## src/rtl/donut_sequencer.sv

```systemverilog
// Raster-driven sequencer for the donut renderer: per-line setup handshake in hblank
// and a once-per-frame Minsky rotation of angles A and B committed at vblank start.
module donut_sequencer #(
  parameter int unsigned H_DISPLAY   = 1220,
  parameter int unsigned H_TOTAL     = 1525,
  parameter int unsigned V_DISPLAY   = 480,
  parameter int unsigned V_TOTAL     = 525,
  parameter int unsigned ROT_SHIFT_A = 5,
  parameter int unsigned ROT_SHIFT_B = 6
) (
  input  logic               clk48,
  input  logic               rst,
  input  logic        [10:0] h_count,
  input  logic        [9:0]  v_count,
  input  logic               run,
  output logic               line_req,
  output logic        [9:0]  line_y,
  input  logic               line_ack,
  output logic signed [15:0] cos_a,
  output logic signed [15:0] sin_a,
  output logic signed [15:0] cos_b,
  output logic signed [15:0] sin_b,
  output logic               rot_valid,
  output logic        [7:0]  frame_cnt,
  output logic               overrun
);

  localparam logic [2:0] S_IDLE   = 3'd0;
  localparam logic [2:0] S_ROT_A1 = 3'd1;
  localparam logic [2:0] S_ROT_A2 = 3'd2;
  localparam logic [2:0] S_ROT_B1 = 3'd3;
  localparam logic [2:0] S_ROT_B2 = 3'd4;
  localparam logic [2:0] S_LREQ   = 3'd5;

  localparam logic [10:0] H_EVT  = 11'(H_DISPLAY);
  localparam logic [10:0] H_LAST = 11'(H_TOTAL - 1);
  localparam logic [9:0]  V_VIS  = 10'(V_DISPLAY);
  localparam logic [9:0]  V_LAST = 10'(V_TOTAL - 1);
  localparam logic signed [15:0] ONE_Q14 = 16'sh4000;

  logic [2:0] state;
  logic signed [15:0] ca, sa, cb, sb;
  logic signed [15:0] sb_next;
  logic [9:0] nxt_line;
  logic       line_evt;
  logic       rot_evt;

  always_comb begin
    nxt_line = (v_count == V_LAST) ? '0 : v_count + 10'd1;
    line_evt = (h_count == H_EVT) && (nxt_line < V_VIS);
    rot_evt  = (v_count == V_VIS) && (h_count == '0);
    sb_next  = sb + (cb >>> ROT_SHIFT_B);
  end

  always_ff @(posedge clk48) begin
    if (rst) begin
      state     <= S_IDLE;
      line_req  <= 1'b0;
      line_y    <= '0;
      rot_valid <= 1'b0;
      frame_cnt <= '0;
      overrun   <= 1'b0;
      ca        <= ONE_Q14;
      sa        <= '0;
      cb        <= ONE_Q14;
      sb        <= '0;
      cos_a     <= ONE_Q14;
      sin_a     <= '0;
      cos_b     <= ONE_Q14;
      sin_b     <= '0;
    end else begin
      rot_valid <= 1'b0;
      // A visible-line event arriving while busy cannot be serviced later, so flag it.
      if (state != S_IDLE && line_evt)
        overrun <= 1'b1;
      case (state)
        S_IDLE: begin
          if (rot_evt) begin
            frame_cnt <= frame_cnt + 8'd1;
            if (run)
              state <= S_ROT_A1;
          end else if (line_evt) begin
            line_y   <= nxt_line;
            line_req <= 1'b1;
            state    <= S_LREQ;
          end
        end
        S_ROT_A1: begin
          ca    <= ca - (sa >>> ROT_SHIFT_A);
          state <= S_ROT_A2;
        end
        S_ROT_A2: begin
          sa    <= sa + (ca >>> ROT_SHIFT_A);
          state <= S_ROT_B1;
        end
        S_ROT_B1: begin
          cb    <= cb - (sb >>> ROT_SHIFT_B);
          state <= S_ROT_B2;
        end
        S_ROT_B2: begin
          // Outputs are committed in the same edge that finishes sin(B).
          sb        <= sb_next;
          cos_a     <= ca;
          sin_a     <= sa;
          cos_b     <= cb;
          sin_b     <= sb_next;
          rot_valid <= 1'b1;
          state     <= S_IDLE;
        end
        S_LREQ: begin
          if (line_ack) begin
            line_req <= 1'b0;
            state    <= S_IDLE;
          end else if (h_count == H_LAST) begin
            line_req <= 1'b0;
            overrun  <= 1'b1;
            state    <= S_IDLE;
          end
        end
        default: begin
          line_req <= 1'b0;
          state    <= S_IDLE;
        end
      endcase
    end
  end

endmodule

```

## config.mk

```make
export PLATFORM = sky130hd
export DESIGN_NAME = donut_sequencer
export DESIGN_NICKNAME = d
export VERILOG_FILES = /design/src/rtl/donut_sequencer.sv
export SDC_FILE = /design/constraint.sdc
export NUM_CORES = 1
export LEC_CHECK = 0
export BUFFER_PORTS_ARGS = -buffer_cell sky130_fd_sc_hd__buf_2
export CAP_MARGIN = 10
export CORE_ASPECT_RATIO = 0.8
export CORE_UTILIZATION = 40
export CTS_BUF_LIST = sky130_fd_sc_hd__clkbuf_16
export DETAILED_ROUTE_END_ITERATION = 12
export GPL_TIMING_DRIVEN = 0
export SETUP_SLACK_MARGIN = 0.15
export SLEW_MARGIN = 20
export SYNTH_ARGS = -nofsm -noshare
export SYNTH_HDL_FRONTEND = slang
export SYNTH_SLANG_ARGS = --single-unit
```

## constraint.sdc

```tcl
create_clock -name clk48 -period 2.6 [get_ports clk48]
set_input_delay 0.52 -clock clk48 [delete_from_list [all_inputs] [get_ports clk48]]
set_output_delay 0.52 -clock clk48 [all_outputs]
set_load 0.01 [all_outputs]
```

==> qor.yml, run 1 <==
status: "complete, no violations"
dieArea_um2: 21000
dpl.hpwl_mm: 18.6
routed_via_density: 5.57
place_inst: 1412
period_share_pct: 91.6
grt_setup_unrepaired: "true"
pin_count: 110
yosysTopAreaCellShare_pct: 33.3
pre_cts_slack_ns: -0.522
timing.slew.headroom_pct: 37.8
critPathCaptureType: "flip-flop"
synthesis.area_um2: 8170
max-cap-violations: 0
cts_root_buf: "clkbuf_16"
track_usage_pct: 24.3
fp.dieW_um: 162
grt_overflow: 0
ir_worst_vdd_mv: 0.496
yosys-top-cells-area: "dfxtp_1 33%, ha_1 9.6%, nand2_1 8.7%"
clock.fmax_mhz: 420
yosys.area.top_type: "dfxtp_1"
area_growth_pct: 20.8
synthCells: 1041
yosysSeqAreaShare_pct: 33.3
cts_tree: "done"
core-area_um2: 19900
crit_slowest_cell: "fa_1"
path_cells: "inv_1, ha_1, fa_1, nor2b_1, o21ai_0, a21oi_2, a21boi_1, a21o_1, and3b_1, o311ai_1"
drive_above_1_share_pct: 18.0
regArea_um2: 2750
cts_buffers: 17
drtPass1Iterations: 5
drt-total-wl_mm: 25.6
syn_nets: 1133
hold_violations: 0
power_leakage_nw: 4.10
diodes: 0
slew_violations: 0
cts_num_sinks: 136
crit_buf_inv: 1
ys_top_cells_by_count: "190 x nand2_1, 136 x dfxtp_1, 113 x a21oi_1, 67 x nor2_1, 63 x ha_1"
avgRoutedWirePerCell_um: 17.7
layout_setup_ws_ns: 0.219
grt_pass1_wl_mm: 39.3
cts_buffer_depth: 2
finalSetupViolCount: 0
min_path_type: "in -> reg"
antenna_left: 0
synthArstFlopShare_pct: 0
multi_input_area_um2: 5230
ys_warn_count: 0
htree_levels: 4
critPathMaxStageDelay_ns: 0.41
initial_utilization_pct: 41.0
clock_latency_ns: 0.44
ys.flop_type: "dfxtp_1"
grt_pass1_vias: 7155
nNetsFinal: 1265
vias: 8083
avgSynthCellArea_um2: 7.85
path_clk_slew_ns: 0.06
crit_fanout: 3
crit_required_ns: 2.95
p_per_area_nw_per_um2: 904
startpoint_type: "flip-flop"
skew_ns: 0.00956
arrival_ns: 2.73
antenna_found_initial: 0
final_cells: 1450
ys_ff_latch: 136
synth.most_common_cell: "nand2_1"
synth_edf_count: 0
gp_congestion: 0.927
drtIter0Drc: 643
cp_top_family: "compound AO/OA/AOI/OAI gates"
fp-row-count: 46
ys_types: 66
die_h_um: 130
worstMarginPinSlew_ns: 0.933
path_class: "reg -> reg"
drc_errors: 0
fill_cells: 2018
finalPower_mw: 8.92
grt_max_degree: 17
numPortBuffers: 107
utilization_pct: 49.5
period_needed_ns: 2.38
kinds of logic after synthesis:
kind of cell	count (synthesis)	share of synthesized area (%)
DFF	136	33.3
and+or+nand+nor	424	25.4
buffers and inverters	93	4.53
adders and majority gates	67	10.6
xor gates and xnor gates	37	3.97
AOI/OAI and AO/OA	271	20.5
muxes	13	1.59
final timing paths:
| path | cells past startpoint | endpoint | slack [ns] | from |
|---|---|---|---|---|
| setup / recovery | 10 | ca[14] | 0.22 | ca[0] |
| hold reg to reg | 2 | cos_b[3] | 0.45 | cos_b[3] |
| setup reg to reg | 10 | ca[14] | 0.22 | ca[0] |
| hold / removal | 4 | state[2] | 0.41 | run |
sequential cells by signal (all words and copies together), names as in the netlist:
signal,count
overrun,1
frame_cnt,8
line_y,10
sb,16
ca,16
cos_a,16
sa,16
state,3
cb,16
rot_valid,1
cos_b,16
line_req,1
sin_a,16
per-layer routing:
layer	track usage, %	wire, µm
met3	5.50	1890
met4	7.66	372
met2	34.2	10400
met5	0	0
met1	36.2	13000
worst min-delay path, stage by stage:
cell and delay [ns]:
buf_2 0.07, nand2_1 0.04, nand2_1 0.08, a311oi_1 0.09
layout make-up:
| class | count | share of cell area [%] |
|---|---|---|
| buffer | 54 | 2.37 |
| clock buffer | 17 | 4.31 |
| clock inverter | 15 | 1.78 |
| inverter | 39 | 1.48 |
| multi-input combinational | 812 | 53.0 |
| sequential | 136 | 27.8 |
| tap | 264 | 3.35 |
| timing repair buffer | 113 | 5.88 |
stage by stage:
stage	setup TNS (ns)	cell area [µm²]	hold slack (ns)
2_1_floorplan	0	8170	0.445
3_3_place_gp	-20.58	9040	0.443
3_5_place_dp	-21.54	9040	0.446
4_1_cts	0	9730	0.400
5_1_grt	0	9870	0.413
6_report	0	9870	0.415
power breakdown:
| part | total (mW) | switching (mW) | internal [mW] | leakage, nW |
|---|---|---|---|---|
| Clock | 2.52 | 1.01 | 1.51 | 0.293 |
| Sequential | 2.50 | 0.235 | 2.26 | 1.10 |
| Combinational | 3.90 | 2.43 | 1.47 | 2.70 |
placed cells by master, fill, tap and decap left out, types with 10 or more instances in the layout:
| master | count |
|---|---|
| a211oi_1 | 19 |
| a21o_1 | 13 |
| a21oi_1 | 109 |
| a31oi_1 | 17 |
| buf_2 | 109 |
| clkbuf_1 | 38 |
| clkbuf_16 | 17 |
| dfxtp_1 | 123 |
| dfxtp_2 | 10 |
| ha_1 | 60 |
| inv_1 | 39 |
| mux2i_1 | 13 |
| nand2_1 | 190 |
| nand3_1 | 35 |
| nor2_1 | 67 |
| nor3_1 | 25 |
| nor4b_1 | 12 |
| o21a_1 | 20 |
| o21ai_0 | 20 |
| o21ai_1 | 14 |
| xnor2_1 | 20 |
| xor2_1 | 17 |
repair_timing:
item,4_1_cts,5_1_grt
buffers inserted,2,4
pin swaps,4,10
hold buffers,0,0
setup endpoints to repair,75,59
gates resized for setup,16,42
No activity file was read; power rests on OpenSTA's default activity.
==> inputs of run 2 (changes only) <==
Settings changed: CORE_UTILIZATION 40 to 30, SETUP_SLACK_MARGIN 0.15 to 0.02.
==> run 2 against run 1 <==
Against the previous run:
- sequential cell count stayed put
- via count up 0.80%
- sequential share of layout area shrank 0.26 points
- critical endpoint is now cb[12]
- count of clock-buffer cells in the layout is the same
- die area grew 33%
- critical path depth down 1
- combinational power about the same
- clock skew rose by 0.0046 ns
- first-iteration DRC count shrank 6.7%
- setup slack got worse by 0.095 ns
- sequential power hardly changed
==> qor.yml, run 2 (same netlist as run 1, synthesis figures left out) <==
crit-reg2reg-launch: "sb[9]"
place_area_um2: 9160  # +1.3%
antenna_left: 0  # unchanged
critPathLaunch: "sb[9]"
startpoint_type: "flip-flop"
final_common_cell: "nand2_1"
gr-max-usage-layer: "met2"
status: "complete, no violations"
path_class: "reg -> reg"
grt_pass1_vias: 7511  # +5.0%
grt_max_degree: 17  # unchanged
crit_buf_inv: 1  # unchanged
critPathMaxStageDelay_ns: 0.48  # +0.07 ns
pin_count: 110  # unchanged
avgRoutedWirePerCell_um: 17.0  # -3.9%
htree_levels: 4  # unchanged
min_path_type: "in -> reg"
fp-row-count: 53  # +15%
drc_errors: 0  # unchanged
track_usage_pct: 18.6  # -5.7 points
clock.fmax_mhz: 404  # -3.8%
critPathCaptureType: "flip-flop"
period_needed_ns: 2.48  # +0.0952 ns
fp.dieW_um: 187  # +15%
dpl.hpwl_mm: 19.4  # +3.8%
drtIter0Drc: 600  # -6.7%
cts_num_sinks: 136  # unchanged
finalPower_mw: 8.83  # -1.1%
area_growth_pct: 21.1
p_per_area_nw_per_um2: 893  # -1.3%
timing.slew.headroom_pct: 34.8  # -3.0 points
drtPass1Iterations: 7  # +2
crit_slowest_cell: "or4_1"
max-cap-violations: 0  # unchanged
r2r_slack_ns: 0.12  # -0.10 ns
skew_ns: 0.0141  # +0.00456 ns
arrival_ns: 2.84  # +0.11 ns
slew_violations: 0  # unchanged
design_area_um2: 9890  # +0.25%
core-area_um2: 26500  # +33%
grt_util_met1_pct: 26.2  # -10 points
gp_congestion: 0.900  # -3.0%
cp_top_family: "compound AO/OA/AOI/OAI gates"
vias: 8148  # +0.80%
cts_tree: "done"
hold_violations: 0  # unchanged
finalSetupViolCount: 0  # unchanged
period_share_pct: 95.3  # +3.7 points
dieArea_um2: 27900  # +33%
routed_via_density: 5.29  # -5.1%
crit_fanout: 4  # +1
layout_common_cells: "190 x nand2_1, 132 x dfxtp_1, 110 x buf_2, 110 x a21oi_1, 67 x nor2_1"
worstMarginPinSlew_ns: 0.978  # +0.0445 ns
power_leakage_nw: 4.05  # -1.1%
cts_buffers: 17  # unchanged
grt_util_met3_pct: 4.46  # -1.0 points
fill_cells: 2809  # +39%
min_from: "run"
drive_above_1_share_pct: 16.0  # -2.0 points
path_cells: "inv_1, ha_1, o21ai_1, a21oi_4, o221a_2, o21ai_2, a21oi_1, or4_1, nand3_1"
numPortBuffers: 107  # unchanged
grt_setup_unrepaired: "true"
grt_pass1_wl_mm: 40.8  # +3.8%
ir_worst_vdd_mv: 0.517  # +4.4%
path_clk_slew_ns: 0.06  # about the same
clock_latency_ns: 0.44  # about the same
crit_required_ns: 2.96  # about the same
antenna_found_initial: 1  # +1
grt_overflow: 0  # unchanged
use_met2_pct: 27.6  # -6.6 points
hold_buffers: 0  # unchanged
initial_utilization_pct: 30.8  # -10 points
cts_root_buf: "clkbuf_16"
cts_buffer_depth: 2  # unchanged
nNetsFinal: 1262  # -0.24%
die_h_um: 150  # +15%
drt-total-wl_mm: 26.2  # +2.1%
==> run 2: cell count changes in the layout (fill, tap and decap cells not counted), sizes merged <==
| cell | change |
|---|---|
| buf | -2 |
| clkinv | +2 |
| bufinv | -1 |
| clkbuf | -1 |
| clkinvlp | -1 |
| diode | +1 |
==> run 2: path summary, 6_finish.rpt <==
kind | to | cells past startpoint
setup / recovery | cb[12] | 9
hold / removal | state[2] | 4
setup reg to reg | cb[12] | 9
hold reg to reg | sin_a[3] | 2
==> run 2: worst min-delay path, delay by kind of cell <==
family / cells / cell delay [ns]
buffers and inverters: 1 / 0.07
AND/OR/NAND/NOR: 2 / 0.12
AO/OA/AOI/OAI: 1 / 0.09
==> run 2: through the flow <==
stage / TNS (ns) / util, % / std cells / worst slack [ns] / hold slack (ns)
floorplan: 0 / - / 1041 / 0.146 / 0.445
global placement: -21.93 / 34.5 / 1505 / -0.618 / 0.442
detailed placement: -21.69 / 34.5 / 1505 / -0.592 / 0.443
CTS: 0 / 36.8 / 1537 / 0.0216 / 0.417
global route: -0.0154 / 37.3 / 1540 / -0.0154 / 0.452
finish: 0 / 37.3 / 1541 / 0.123 / 0.422
==> run 2: power breakdown <==
group | internal, mW | switching [mW] | total, mW | leakage [nW]
logic | 1.43 | 2.45 | 3.88 | 2.66
registers | 2.26 | 0.235 | 2.50 | 1.10
clock network | 1.42 | 1.04 | 2.45 | 0.287
total | 5.11 | 3.72 | 8.83 | 4.05
==> run 2: routing by layer <==
layer | wire length, µm | share of wire [%]
met2 | 10800 | 41
met4 | 643 | 2.5
met1 | 12900 | 49
met5 | 0 | 0
met3 | 1770 | 6.8
==> run 2: area by class of cell <==
class                   instances  area [µm²]  share of cell area, %
flip-flops and latches        136        2730                   27.6
plain buffers                  54         229                   2.31
well taps                     357         447                   4.52
multi-input cells             812        5200                   52.6
inverters                      39         146                   1.48
repair buffers                110         558                   5.64
diodes                          1        2.50                 0.0253
clock inverters                15         151                   1.53
clock buffers                  17         425                   4.30
==> run 2: repair_timing <==
action / 4_1_cts / 5_1_grt
endpoints found under the hold margin: 0 / 0
buffers inserted: 0 / 3
pin swaps: 0 / 5
setup endpoints to repair: 28 / 22
resized for setup: 7 / 24
==> inputs of run 3 (changes only) <==
Settings changed: SETUP_SLACK_MARGIN 0.02 to 0.5.
==> run 3 against run 2 <==
Against the previous run:
- count of clock-buffer cells in the layout did not move
- clock skew is 0.0017 ns higher
- combinational power increased by 19%
- non-clock buffer count grew 45
- die area unchanged
- largest power group unchanged
==> qor.yml, run 3 (same netlist as run 1, synthesis figures left out) <==
grt_overflow: 0  # unchanged
crit_fanout: 3  # -1
track_usage_pct: 19.3  # +0.63 points
drc_errors: 0  # unchanged
initial_utilization_pct: 30.8  # unchanged
period_share_pct: 85.0  # -10 points
fill_cells: 2675  # -4.8%
critPathCaptureType: "flip-flop"
crit_slowest_cell: "or4_1"
nNetsFinal: 1307  # +3.6%
status: "complete, no violations"
cts_num_sinks: 136  # unchanged
timing.slew.headroom_pct: 46.5  # +12 points
gp_congestion: 0.937  # +4.2%
grt_pass1_wl_mm: 42.4  # +4.0%
routed_via_density: 5.32  # +0.68%
finalSetupViolCount: 0  # unchanged
cts_tree: "done"
setup_tns_ns: 0  # unchanged
power_switching_mw: 4.04  # +8.7%
seqPwrFrac_pct: 26.7  # -1.6 points
cp_top_family: "compound AO/OA/AOI/OAI gates"
crit_path_frequent_cell: "a21oi_2"
finalPower_mw: 9.56  # +8.3%
drt-total-wl_mm: 27.5  # +5.0%
fp.dieW_um: 187  # unchanged
grt_pass1_vias: 7926  # +5.5%
dieArea_um2: 27900  # unchanged
clock.fmax_mhz: 453  # +12%
critPathMaxStageDelay_ns: 0.41  # -0.07 ns
antenna_found_initial: 1  # unchanged
p_per_area_nw_per_um2: 869  # -2.6%
min_path_type: "in -> reg"
path_class: "reg -> reg"
fp-row-count: 53  # unchanged
hold_violations: 0  # unchanged
htree_levels: 4  # unchanged
vias: 8448  # +3.7%
crit_required_ns: 2.94  # -0.02 ns
arrival_ns: 2.55  # -0.29 ns
slew_violations: 0  # unchanged
max-cap-violations: 0  # unchanged
clock_latency_ns: 0.44  # about the same
worst-path-stages: 10  # +1
core-area_um2: 26500  # unchanged
avgRoutedWirePerCell_um: 17.3  # +2.0%
cts_buffers: 17  # unchanged
path_clk_slew_ns: 0.07  # about the same
drtIter0Drc: 583  # -2.8%
holdWs_ns: 0.427  # +0.00481 ns
drtPass1Iterations: 6  # -1
path_cells: "ha_4, inv_2, fa_2, nor2b_1, o21ai_1, a21oi_2, o31a_1, a21oi_2, or4_1, o311ai_1"
pin_count: 110  # unchanged
numPortBuffers: 107  # unchanged
drive_above_1_share_pct: 31.0  # +15 points
netSwitchingFraction_pct: 42.3  # +0.15 points
pwr-share-clk_pct: 25.2  # -2.6 points
final_common_cell: "nand2_1"
r2r_cells: 10  # +1
layout_common_cells: "187 x nand2_1, 112 x buf_2, 98 x a21oi_1"
power_leakage_nw: 4.42  # +9.2%
dpl.hpwl_mm: 19.2  # -0.82%
grt_max_degree: 17  # unchanged
period_needed_ns: 2.21  # -0.267 ns
die_h_um: 150  # unchanged
grt_setup_unrepaired: "true"
cts_buffer_depth: 2  # unchanged
startpoint_type: "flip-flop"
crit_buf_inv: 1  # unchanged
worstMarginPinSlew_ns: 0.802  # -0.176 ns
skew_ns: 0.0158  # +0.00169 ns
cts_root_buf: "clkbuf_16"
power_frac_comb_pct: 48.1  # +4.2 points
min_path_cells: 4  # unchanged
ir_worst_vdd_mv: 0.525  # +1.4%
antenna_left: 0  # unchanged
area_growth_pct: 34.7
internal_power_mw: 5.52  # +8.1%
==> run 3: cell count changes in the layout (fill, tap and decap cells not counted), sizes merged <==
cell,change
clkbuf,-3
inv,+1
clkinv,-1
buf,+48
clkinvlp,+2
bufinv,-2
diode,+1
==> run 3: final timing paths <==
check | from | end | slack, ns
setup / recovery | ca[5] | sa[10] | 0.39
hold / removal | run | state[2] | 0.43
setup reg to reg | ca[5] | sa[10] | 0.39
hold reg to reg | sin_a[2] | sin_a[2] | 0.45
==> run 3: final cells by class <==
cell class	instances	area (µm²)	share of cell area (%)
clock buffer	17	425	3.87
antenna	2	5.00	0.0455
sequential	136	2810	25.6
inverter	39	155	1.41
timing repair buffer	155	907	8.25
tap	357	447	4.06
multi-input combinational	812	5820	52.9
buffer	54	270	2.46
clock inverter	15	154	1.40
==> run 3: routing by layer <==
metal / vias up / share of wire, % / GRT usage [%]
met1: 3999 / 48 / 27.0
li1: 4091 / - / -
met3: 51 / 7.3 / 4.03
met4: 0 / 2.6 / 6.89
met5: - / 0 / 0
met2: 307 / 42 / 29.1
==> run 3: timing repair <==
action                     CTS  global route
resized for setup          119           104
setup endpoints to repair  121           114
gates cloned                 0             0
pin swaps                   32            45
buffers inserted            29            19
hold buffers                 0             0
==> run 3: power groups by stage <==
stage,Combinational [mW],Sequential (mW),Clock [mW]
final,4.60,2.55,2.41
after global routing,4.98,2.56,2.55
after CTS,4.10,2.52,2.45
after detailed placement,3.57,2.55,0
after global placement,3.53,2.55,0
after floorplan,2.69,2.47,0
==> run 3: worst register-to-register path, cell delays in order, from the launching register on <==
cell,delay (ns)
dfxtp_4,0.39
ha_4,0.15
inv_2,0.03
fa_2,0.33
nor2b_1,0.13
o21ai_1,0.10
a21oi_2,0.22
o31a_1,0.21
a21oi_2,0.08
or4_1,0.41
o311ai_1,0.10
==> run 3: metrics by stage <==
step / area, µm² / utilization (%) / std cells / worst slack (ns)
after floorplan: 8260 / - / 1041 / 0.172
after global placement: 9250 / 34.9 / 1505 / -0.795
after detailed placement: 9250 / 34.9 / 1505 / -0.753
after CTS: 10500 / 39.6 / 1566 / 0.385
after global routing: 11000 / 41.5 / 1585 / 0.312
final: 11000 / 41.5 / 1587 / 0.390
